[config.mk]
export PLATFORM = sky130hd
export DESIGN_NAME = ahb_dm_arbiter
export DESIGN_NICKNAME = d
export VERILOG_FILES = /design/src/rtl/ahb_arb_pkg.sv /design/src/rtl/ahb_arb_in_stage.sv /design/src/rtl/ahb_dm_arbiter.sv
export SDC_FILE = /design/constraint.sdc
export NUM_CORES = 1
export LEC_CHECK = 0
export CORE_AREA = 3 3 135 137
export CTS_BUF_LIST = sky130_fd_sc_hd__clkbuf_2
export CTS_CLUSTER_SIZE = 24
export DETAILED_ROUTE_END_ITERATION = 10
export DIE_AREA = 0 0 138 140
export DONT_BUFFER_PORTS = 1
export PLACE_DENSITY = 0.51
export RECOVER_POWER = 25
export SYNTH_ARGS = -nofsm -noshare
export SYNTH_HDL_FRONTEND = slang
export SYNTH_SLANG_ARGS = --single-unit
[constraint.sdc]
create_clock -name HCLK -period 2 [get_ports HCLK]
set_input_delay 0.6 -clock HCLK [delete_from_list [all_inputs] [get_ports HCLK]]
set_output_delay 0.6 -clock HCLK [all_outputs]
set_load 0.01 [all_outputs]
[src/rtl/ahb_arb_pkg.sv]
// Shared types for the two-manager AHB-Lite data-memory arbiter.
// Build option: ARB_FIXED_PRIO_EN selects fixed M0 priority instead of round-robin.
package ahb_arb_pkg;

  typedef enum logic [1:0] {
    IDLE   = 2'b00,
    BUSY   = 2'b01,
    NONSEQ = 2'b10,
    SEQ    = 2'b11
  } htrans_e;

  localparam logic [2:0] HSIZE_BYTE = 3'd0;
  localparam logic [2:0] HSIZE_HALF = 3'd1;
  localparam logic [2:0] HSIZE_WORD = 3'd2;

  // Widest address the buffered address phase can carry.
  localparam int unsigned ADDR_W_MAX = 32;

  typedef logic mgr_id_t;
  localparam mgr_id_t MGR_M0 = 1'b0;
  localparam mgr_id_t MGR_M1 = 1'b1;

  typedef struct packed {
    logic [ADDR_W_MAX-1:0] haddr;
    logic                  hwrite;
    logic [2:0]            hsize;
  } addr_phase_t;

endpackage

[src/rtl/ahb_arb_in_stage.sv]
// One-entry address-phase buffer for a single manager port of ahb_dm_arbiter.
// Captures NONSEQ/SEQ address phases while the manager sees HREADY high and holds
// them, with a pending flag, until the arbiter commits the grant.
module ahb_arb_in_stage
  import ahb_arb_pkg::*;
#(
  parameter int unsigned ADDR_W = 32
) (
  input  logic              HCLK,
  input  logic              HRESET,
  input  logic [ADDR_W-1:0] haddr,
  input  logic [1:0]        htrans,
  input  logic              hwrite,
  input  logic [2:0]        hsize,
  input  logic              hready,
  input  logic              grant,
  output logic              pend,
  output addr_phase_t       ap
);

  logic        pend_q, pend_d;
  addr_phase_t ap_q, ap_d;
  logic        capture;

  // IDLE and BUSY never enter the buffer.
  assign capture = hready && ((htrans == NONSEQ) || (htrans == SEQ));

  // Next buffer contents: grant clears, a fresh capture (re)fills.
  always_comb begin
    pend_d = pend_q;
    ap_d   = ap_q;
    if (grant) begin
      pend_d = 1'b0;
    end
    if (capture) begin
      pend_d             = 1'b1;
      ap_d.haddr         = '0;
      ap_d.haddr[ADDR_W-1:0] = haddr;
      ap_d.hwrite        = hwrite;
      ap_d.hsize         = hsize;
    end
  end

  // Buffer state register with synchronous reset.
  always_ff @(posedge HCLK) begin
    if (HRESET) begin
      pend_q <= 1'b0;
      ap_q   <= '0;
    end else begin
      pend_q <= pend_d;
      ap_q   <= ap_d;
    end
  end

  assign pend = pend_q;
  assign ap   = ap_q;

endmodule

[src/rtl/ahb_dm_arbiter.sv]
// Two-manager to one-subordinate AHB-Lite arbiter for the shared data memory.
// M0 is the processor data port, M1 the loader/DMA/debug requester. Each port has
// a one-entry address buffer; buffered requests are issued to the subordinate and
// the data-phase response is steered back to the owning manager.
// Build option: define ARB_FIXED_PRIO_EN to give M0 absolute priority on ties.
module ahb_dm_arbiter
  import ahb_arb_pkg::*;
#(
  parameter int unsigned ADDR_W = 32,
  parameter int unsigned DATA_W = 32
) (
  input  logic              HCLK,
  input  logic              HRESET,
  input  logic [ADDR_W-1:0] M0_HADDR,
  input  logic [1:0]        M0_HTRANS,
  input  logic              M0_HWRITE,
  input  logic [2:0]        M0_HSIZE,
  input  logic [DATA_W-1:0] M0_HWDATA,
  output logic [DATA_W-1:0] M0_HRDATA,
  output logic              M0_HREADY,
  output logic              M0_HRESP,
  input  logic [ADDR_W-1:0] M1_HADDR,
  input  logic [1:0]        M1_HTRANS,
  input  logic              M1_HWRITE,
  input  logic [2:0]        M1_HSIZE,
  input  logic [DATA_W-1:0] M1_HWDATA,
  output logic [DATA_W-1:0] M1_HRDATA,
  output logic              M1_HREADY,
  output logic              M1_HRESP,
  output logic [ADDR_W-1:0] S_HADDR,
  output logic [1:0]        S_HTRANS,
  output logic              S_HWRITE,
  output logic [2:0]        S_HSIZE,
  output logic [DATA_W-1:0] S_HWDATA,
  input  logic [DATA_W-1:0] S_HRDATA,
  input  logic              S_HREADY,
  input  logic              S_HRESP
);

  logic        pend_m0, pend_m1;
  addr_phase_t ap_m0, ap_m1;
  logic        grant_m0, grant_m1;
  logic        own_m0, own_m1;
  logic        any_pend;
  mgr_id_t     sel;
  addr_phase_t sel_ap, out_ap;

  logic        dp_valid_q, dp_valid_d;
  mgr_id_t     dp_owner_q, dp_owner_d;
  mgr_id_t     rr_last_q, rr_last_d;
  addr_phase_t last_ap_q, last_ap_d;

  ahb_arb_in_stage #(
    .ADDR_W(ADDR_W)
  ) u_in_m0 (
    .HCLK   (HCLK),
    .HRESET (HRESET),
    .haddr  (M0_HADDR),
    .htrans (M0_HTRANS),
    .hwrite (M0_HWRITE),
    .hsize  (M0_HSIZE),
    .hready (M0_HREADY),
    .grant  (grant_m0),
    .pend   (pend_m0),
    .ap     (ap_m0)
  );

  ahb_arb_in_stage #(
    .ADDR_W(ADDR_W)
  ) u_in_m1 (
    .HCLK   (HCLK),
    .HRESET (HRESET),
    .haddr  (M1_HADDR),
    .htrans (M1_HTRANS),
    .hwrite (M1_HWRITE),
    .hsize  (M1_HSIZE),
    .hready (M1_HREADY),
    .grant  (grant_m1),
    .pend   (pend_m1),
    .ap     (ap_m1)
  );

  assign any_pend = pend_m0 || pend_m1;

  // Combinational grant; on a tie the manager not served last wins.
  always_comb begin
    sel = MGR_M0;
    if (pend_m0 && pend_m1) begin
`ifdef ARB_FIXED_PRIO_EN
      sel = MGR_M0;
`else
      sel = (rr_last_q == MGR_M0) ? MGR_M1 : MGR_M0;
`endif
    end else if (pend_m1) begin
      sel = MGR_M1;
    end
  end

  assign sel_ap   = (sel == MGR_M1) ? ap_m1 : ap_m0;
  assign grant_m0 = S_HREADY && any_pend && (sel == MGR_M0);
  assign grant_m1 = S_HREADY && any_pend && (sel == MGR_M1);

  // Grant is committed only when the subordinate accepts the address phase.
  always_comb begin
    dp_valid_d = dp_valid_q;
    dp_owner_d = dp_owner_q;
    rr_last_d  = rr_last_q;
    last_ap_d  = last_ap_q;
    if (any_pend) begin
      last_ap_d = sel_ap;
    end
    if (S_HREADY) begin
      if (any_pend) begin
        dp_valid_d = 1'b1;
        dp_owner_d = sel;
        rr_last_d  = sel;
      end else begin
        dp_valid_d = 1'b0;
      end
    end
  end

  // Data-phase ownership and arbitration history; rr_last resets to M1 so M0 wins first.
  always_ff @(posedge HCLK) begin
    if (HRESET) begin
      dp_valid_q <= 1'b0;
      dp_owner_q <= MGR_M0;
      rr_last_q  <= MGR_M1;
      last_ap_q  <= '0;
    end else begin
      dp_valid_q <= dp_valid_d;
      dp_owner_q <= dp_owner_d;
      rr_last_q  <= rr_last_d;
      last_ap_q  <= last_ap_d;
    end
  end

  // Address fields hold their last driven value while nothing is pending.
  assign out_ap   = any_pend ? sel_ap : last_ap_q;
  assign S_HTRANS = any_pend ? NONSEQ : IDLE;
  assign S_HADDR  = out_ap.haddr[ADDR_W-1:0];
  assign S_HWRITE = out_ap.hwrite;
  assign S_HSIZE  = out_ap.hsize;

  assign own_m0 = dp_valid_q && (dp_owner_q == MGR_M0);
  assign own_m1 = dp_valid_q && (dp_owner_q == MGR_M1);

  // The stalled owner keeps HWDATA stable, so a plain mux is enough.
  assign S_HWDATA = own_m1 ? M1_HWDATA : (own_m0 ? M0_HWDATA : '0);

  // Owner tracks the subordinate; a buffered manager stalls until its data phase.
  assign M0_HREADY = own_m0 ? S_HREADY : !pend_m0;
  assign M1_HREADY = own_m1 ? S_HREADY : !pend_m1;
  assign M0_HRESP  = own_m0 && S_HRESP;
  assign M1_HRESP  = own_m1 && S_HRESP;
  assign M0_HRDATA = dp_valid_q ? S_HRDATA : '0;
  assign M1_HRDATA = dp_valid_q ? S_HRDATA : '0;

endmodule
==> flow_metrics.tcl, run 1 <==
set metrics [dict create \
    outcome "finished, violations left" \
    violations "negative setup slack" \
    dr.pass1.iters 4 \
    synth_cell_types 31 \
    yosys.area.top_type_share_pct 33.22 \
    cts_buffers 17 \
    cpMaxStageDelayCell "dfxtp_4" \
    syn_area_per_cell_sq_um 8.854 \
    fin_ws_ps -571.7 \
    grt_pass1_wl_um 33740 \
    crit_chain "nor2b_4, buf_12, clkbuf_16, nor3_1, nor3b_1, buf_4" \
    wl_um 23320 \
    initial_core_util_pct 39.64 \
    numPortBuffers 0 \
    finalSetupViolations 137 \
    grt_max_degree 148 \
    antennaDiodeCount 0 \
    dieWidth_um 138 \
    yosysTopAreaCell "dfxtp_1" \
    nets 1012 \
    drv_cap 0 \
    final_cell_mix "146 x nand2b_1, 115 x mux2i_1, 109 x dfxtp_1" \
    htreeDepth 4 \
    grt_pass1_vias 5737 \
    clock_latency_ps 650 \
    cts_tree "yes" \
    dp_cells 970 \
    period_needed_ps 2572 \
    syn_to_final_growth_pct 38.04 \
    synth_top_cells_by_area "dfxtp_1 33%, mux2i_1 21%, nand2b_1 14%" \
    place.detailed.hpwl_um 13340 \
    worst_setup_path_end_kind "output port" \
    via_count 5714 \
    io_pins 314 \
    drive_above_1_share_pct 35.22 \
    wl_per_cell_um 21.71 \
    syn_nets 945 \
    maxSlewViolCount 0 \
    synth_top_family_by_area "simple AND/OR/NAND/NOR gates" \
    antenna_found_initial 0 \
    crit_path_max_incr_delay_ps 420 \
    grt_use_total_pct 22.40 \
    postLayoutCoreUtil_pct 54.72 \
    die_h_um 140 \
    clockBufferDepth 2 \
    tns_ps -37650 \
    drc 0 \
    timing_hold_violations_final 0 \
    synth_mux_area_share_pct 20.58 \
    synthAdderAreaFrac_pct 0 \
    syn_area_sq_um 6809 \
    skew_ps 33.21 \
    place_congestion 0.9317 \
    required_ps 1400 \
    rsz0062_at_grt "yes" \
    path_clk_slew_ps 160 \
    grt.overflow.total 0 \
    syn_inst 769 \
    period_share_pct 128.6 \
    hold_path.class "primary input to flip-flop" \
    power_density_nw_per_um2 633.6 \
    core.rowCount 48 \
    viasPerCell 5.320 \
    cts_sinks 113 \
    synthXorXnorAreaFrac_pct 0 \
    core_sq_um 17180 \
    synth-compound-area-share_pct 1.525 \
    p_leak_uw 0.003784 \
    layout_commonest_cell "nand2b_1" \
    synth-simple-area-share_pct 35.45 \
    vdd_ir_drop_max_mv 0.4760 \
    ys_ff_latch 113 \
    fmax_mhz 388.8 \
    setup.worst_path.class "flip-flop to output port" \
    ctsRootBufferMaster "clkbuf_2" \
    start_kind "flip-flop" \
    instances_no_fill 1074 \
    yosysSeqAreaShare_pct 33.22 \
    antenna_left 0 \
    cp.arrival_ps 1970 \
    yosysWarnings 0 \
    crit_path_max_fanout 6 \
    dieArea_sq_um 19320 \
    dr.first_iter.drc_count 233 \
]
[metrics by stage]
stage	instance area, sq um	hold slack [ps]	total power (uW)	setup WS (ps)
floorplan	6809	448.8	3660	139.0
global placement	7193	457.0	3992	53.63
detailed placement	7193	461.7	4027	80.94
CTS	8899	0.3808	5919	-676.4
global route	9399	-0.2566	6293	-725.3
finish	9399	99.06	5955	-571.7
[state kept, by name (all words and copies together), names as in the netlist]
name	count
last_ap_q	36
dp_valid_q	1
u_in_m1.pend	1
u_in_m0.pend	1
u_in_m1.ap	36
u_in_m0.ap	36
dp_owner_q	1
rr_last_q	1
[cells in the mapped netlist, drive strengths merged]
library cell    n
a211oi          2
a21boi          1
a21oi           6
a31oi           1
a32oi           1
and2           32
and3            1
buf            61
clkbuf         34
conb            1
dfxtp         113
inv             3
mux2i         140
nand2          41
nand2b        148
nand3           1
nor2           40
nor2b          33
nor3           35
nor3b          36
nor4b          35
o21ba           2
o221a           1
or2             1
[cells by family (layout without fill, tap and decap cells)]
| group | after synthesis | after routing |
|---|---|---|
| AND/OR/NAND/NOR | 403 | 403 |
| multiplexers | 140 | 140 |
| flip-flops | 113 | 113 |
| buffers and inverters | 98 | 178 |
| AO/OA/AOI/OAI | 14 | 14 |
| other | 1 | 1 |
[report_power, final]
| part | internal [uW] | switching [uW] |
|---|---|---|
| logic | 1150 | 929 |
| clock network | 452 | 874 |
| registers | 2440 | 109 |
[worst max-delay path, delay by kind of cell (launching register included)]
family,cells,cell delay [ps]
buffers and inverters,3,470
AND/OR/NAND/NOR,3,450
flip-flops,1,420
[area by class of cell]
| class | instances | area (sq um) |
|---|---|---|
| Clock inverter | 11 | 91.34 |
| Tap cell | 225 | 281.5 |
| Inverter | 3 | 11.26 |
| Timing Repair Buffer | 143 | 1854 |
| Clock buffer | 21 | 105.1 |
| Sequential cell | 113 | 2275 |
| Fill cell | 1517 | 7777 |
| Multi-Input combinational cell | 558 | 4781 |
[worst paths after layout]
path	start	slack (ps)	endpoint	depth (start not counted)
worst max-delay path	u_in_m1.pend	-570	S_HADDR[23]	6
worst min-delay path	M0_HADDR[19]	100	u_in_m0.ap[23]	2
worst max register to register	dp_owner_q	110	u_in_m1.ap[12]	8
worst min register to register	u_in_m0.ap[2]	490	u_in_m0.ap[2]	2
[routing by layer]
layer | global-route usage (%) | up-vias | part of all wire (%)
li1 | - | 2694 | -
met1 | 26.27 | 2737 | 40
met2 | 37.13 | 236 | 48
met3 | 8.501 | 47 | 8.0
met4 | 8.892 | 0 | 3.7
met5 | 0 | - | 0
[what timing repair did]
action	in CTS	in global routing
pin swaps	10	24
endpoints found under the setup margin	137	137
hold buffers	23	9
hold endpoints to repair	60	10
setup buffers	20	8
resized for setup	185	77
cloned	15	4
Note: power is estimated with default switching activity, not from simulation.
==> run 2: changes to the inputs <==
Settings changed: ABC_AREA from default to 1, CORE_AREA 3 3 135 137 to 3 3 131 133, DIE_AREA 0 0 138 140 to 0 0 134 136.
==> run 2 against run 1 <==
  * The run still ends with negative setup slack left
  * Sequential cell count is the same
  * Cell count grew 7.9%
  * Design area shrank 1.5%
==> flow_metrics.tcl, run 2 <==
set metrics [dict create \
    top_usage_layer "met2" \
    place_congestion 0.7517 \
    die_h_um 136 \
    syn_area_per_cell_sq_um 6.975 \
    setup.worst_path.class "flip-flop to output port" \
    postLayoutCoreUtil_pct 58.04 \
    drc 0 \
    skew_ps 28.58 \
    place_area_sq_um 6289 \
    grt_use_met1_pct 25.94 \
    synthFlopType "dfxtp_1" \
    grt_pass1_wl_um 31460 \
    cts_buffers 17 \
    synth.most_common_cell "nand2_1" \
    crit_path_max_fanout 15 \
    min_from "M1_HADDR[4]" \
    grt.overflow.total 0 \
    cp.arrival_ps 1700 \
    rrSetupSlack_ps 460 \
    cts_sinks 113 \
    dp_cells 1056 \
    crit_path_max_incr_delay_ps 400 \
    syn_to_final_growth_pct 44.37 \
    multi_input_area_sq_um 4419 \
    whs_endpoint "u_in_m1.ap[8]" \
    outcome "finished, violations left" \
    antenna_found_initial 1 \
    ctsRootBufferMaster "clkbuf_2" \
    fin_ws_ps -297.9 \
    yosysWarnings 0 \
    cts_tree "yes" \
    dieWidth_um 134 \
    clock_latency_ps 640 \
    grt_use_met3_pct 7.032 \
    yosysSeqAreaShare_pct 35.29 \
    clockBufferDepth 2 \
    drv_cap 0 \
    path_clk_slew_ps 160 \
    period_needed_ps 2298 \
    async_reset_ff_share_pct 0 \
    seqCellArea_sq_um 2277 \
    required_ps 1400 \
    dr.first_iter.drc_count 248 \
    reg2reg_to "u_in_m0.ap[4]" \
    finalInstanceArea_sq_um 9254 \
    fmax_mhz 435.2 \
    instances_no_fill 1159 \
    layout_commonest_cell "nand2_1" \
    htreeDepth 4 \
    dp_slack_ps 232.1 \
    numPortBuffers 0 \
    grt_use_met2_pct 37.65 \
    grt_pass1_vias 5441 \
    via_count 5899 \
    ys_top_cells_by_count "260 x nand2_1, 142 x nand3_1, 113 x dfxtp_1" \
    r2r-start "dp_owner_q" \
    finalSetupViolations 137 \
    final_cell_mix "171 x nand2_1, 109 x dfxtp_1, 99 x nand3_2" \
    initial_core_util_pct 40.21 \
    grt_max_degree 74 \
    nets 1105 \
    core_sq_um 15940 \
    wl_per_cell_um 20.45 \
    start_kind "flip-flop" \
    core.rowCount 46 \
    synth-edff-count 0 \
    syn_inst 919 \
    place.detailed.hpwl_um 14260 \
    viasPerCell 5.090 \
    syn_nets 1095 \
    rsz0062_at_grt "yes" \
    grt_use_total_pct 22.31 \
    yosysTopAreaCell "dfxtp_1" \
    ff2ff_path_depth 9 \
    min_path_cells 2 \
    yosys.area.top_type_share_pct 35.29 \
    antenna_left 0 \
    fill_cells 1471 \
    period_share_pct 114.9 \
    ys_ff_latch 113 \
    vdd_ir_drop_max_mv 0.3738 \
    cpMaxStageDelayCell "dfxtp_4" \
    synth_cell_types 19 \
    io_pins 314 \
    wl_um 23700 \
    worst_setup_path_end_kind "output port" \
    drive_above_1_share_pct 44.80 \
    crit_chain "nor2_4, inv_4, buf_12, nand3_1, nand3_2" \
    timing_hold_violations_final 0 \
    p_leak_uw 0.004330 \
    violations "negative setup slack" \
    dr.pass1.iters 5 \
    syn_area_sq_um 6410 \
    power_density_nw_per_um2 673.8 \
    maxSlewViolCount 0 \
    hold_path.class "primary input to flip-flop" \
    synth_top_cells_by_area "dfxtp_1 35%, nand2_1 15%, nand3_1 11%" \
    dieArea_sq_um 18220 \
]
==> run 2: what timing repair did <==
item	in CTS	in global routing
gates resized for setup	204	234
gates cloned	10	13
buffers inserted	12	21
hold buffers	2	16
hold endpoints to repair	40	16
endpoints found under the setup margin	137	137
pin swaps	27	42
==> run 2: logic make-up after synthesis <==
| group | after synthesis | share of synthesized area, % |
|---|---|---|
| AOI/OAI and AO/OA | 76 | 7.632 |
| and+or+nand+nor | 512 | 39.76 |
| DFF | 113 | 35.29 |
| buffers and inverters | 217 | 17.26 |
| other | 1 | 0.05850 |
==> run 2: worst max-delay path: cells and delay by family (launching register included) <==
family	cells	cell delay [ps]
flops	1	400
buf+inv	2	280
simple gates	3	390
==> run 2: through the flow <==
step                      total power, uW  hold WS [ps]  setup TNS (ps)
after floorplan                      3598         429.2               0
after global placement               3756         442.7               0
after detailed placement             3762         448.3               0
after CTS                            5884        0.1423          -35850
after global routing                 6568         1.949          -45380
final                                6236         99.87          -25330
==> run 2: area by class of cell <==
class | count | area share (%)
repair buffers | 94 | 15.29
diodes | 1 | 0.02704
inverters | 112 | 5.909
well taps | 216 | 2.920
flip-flops and latches | 113 | 24.61
clock inverters | 13 | 2.069
multi-input cells | 589 | 47.76
clock buffers | 19 | 1.028
repair inverters | 2 | 0.3921
==> run 2: where the power goes <==
part           switching [uW]  internal (uW)
clock network             869            941
registers                 104           2440
logic                    1120            769
==> run 2: worst max-delay path by stage <==
stage | from | endpoint | slack [ps]
3_5_place_dp | u_in_m1.pend | S_HADDR[31] | 230
3_3_place_gp | u_in_m1.pend | S_HADDR[2] | 240
6_report | u_in_m0.pend | S_HSIZE[2] | -300
2_1_floorplan | dp_valid_q | M1_HRDATA[0] | 210
5_1_grt | u_in_m0.pend | S_HADDR[2] | -450
4_1_cts | u_in_m0.pend | S_HADDR[31] | -360
==> run 2: layer usage <==
metal	share of wire (%)	up-vias
li1	-	2898
met1	39	2713
met2	51	234
met3	6.3	54
met4	3.8	0
met5	0	-
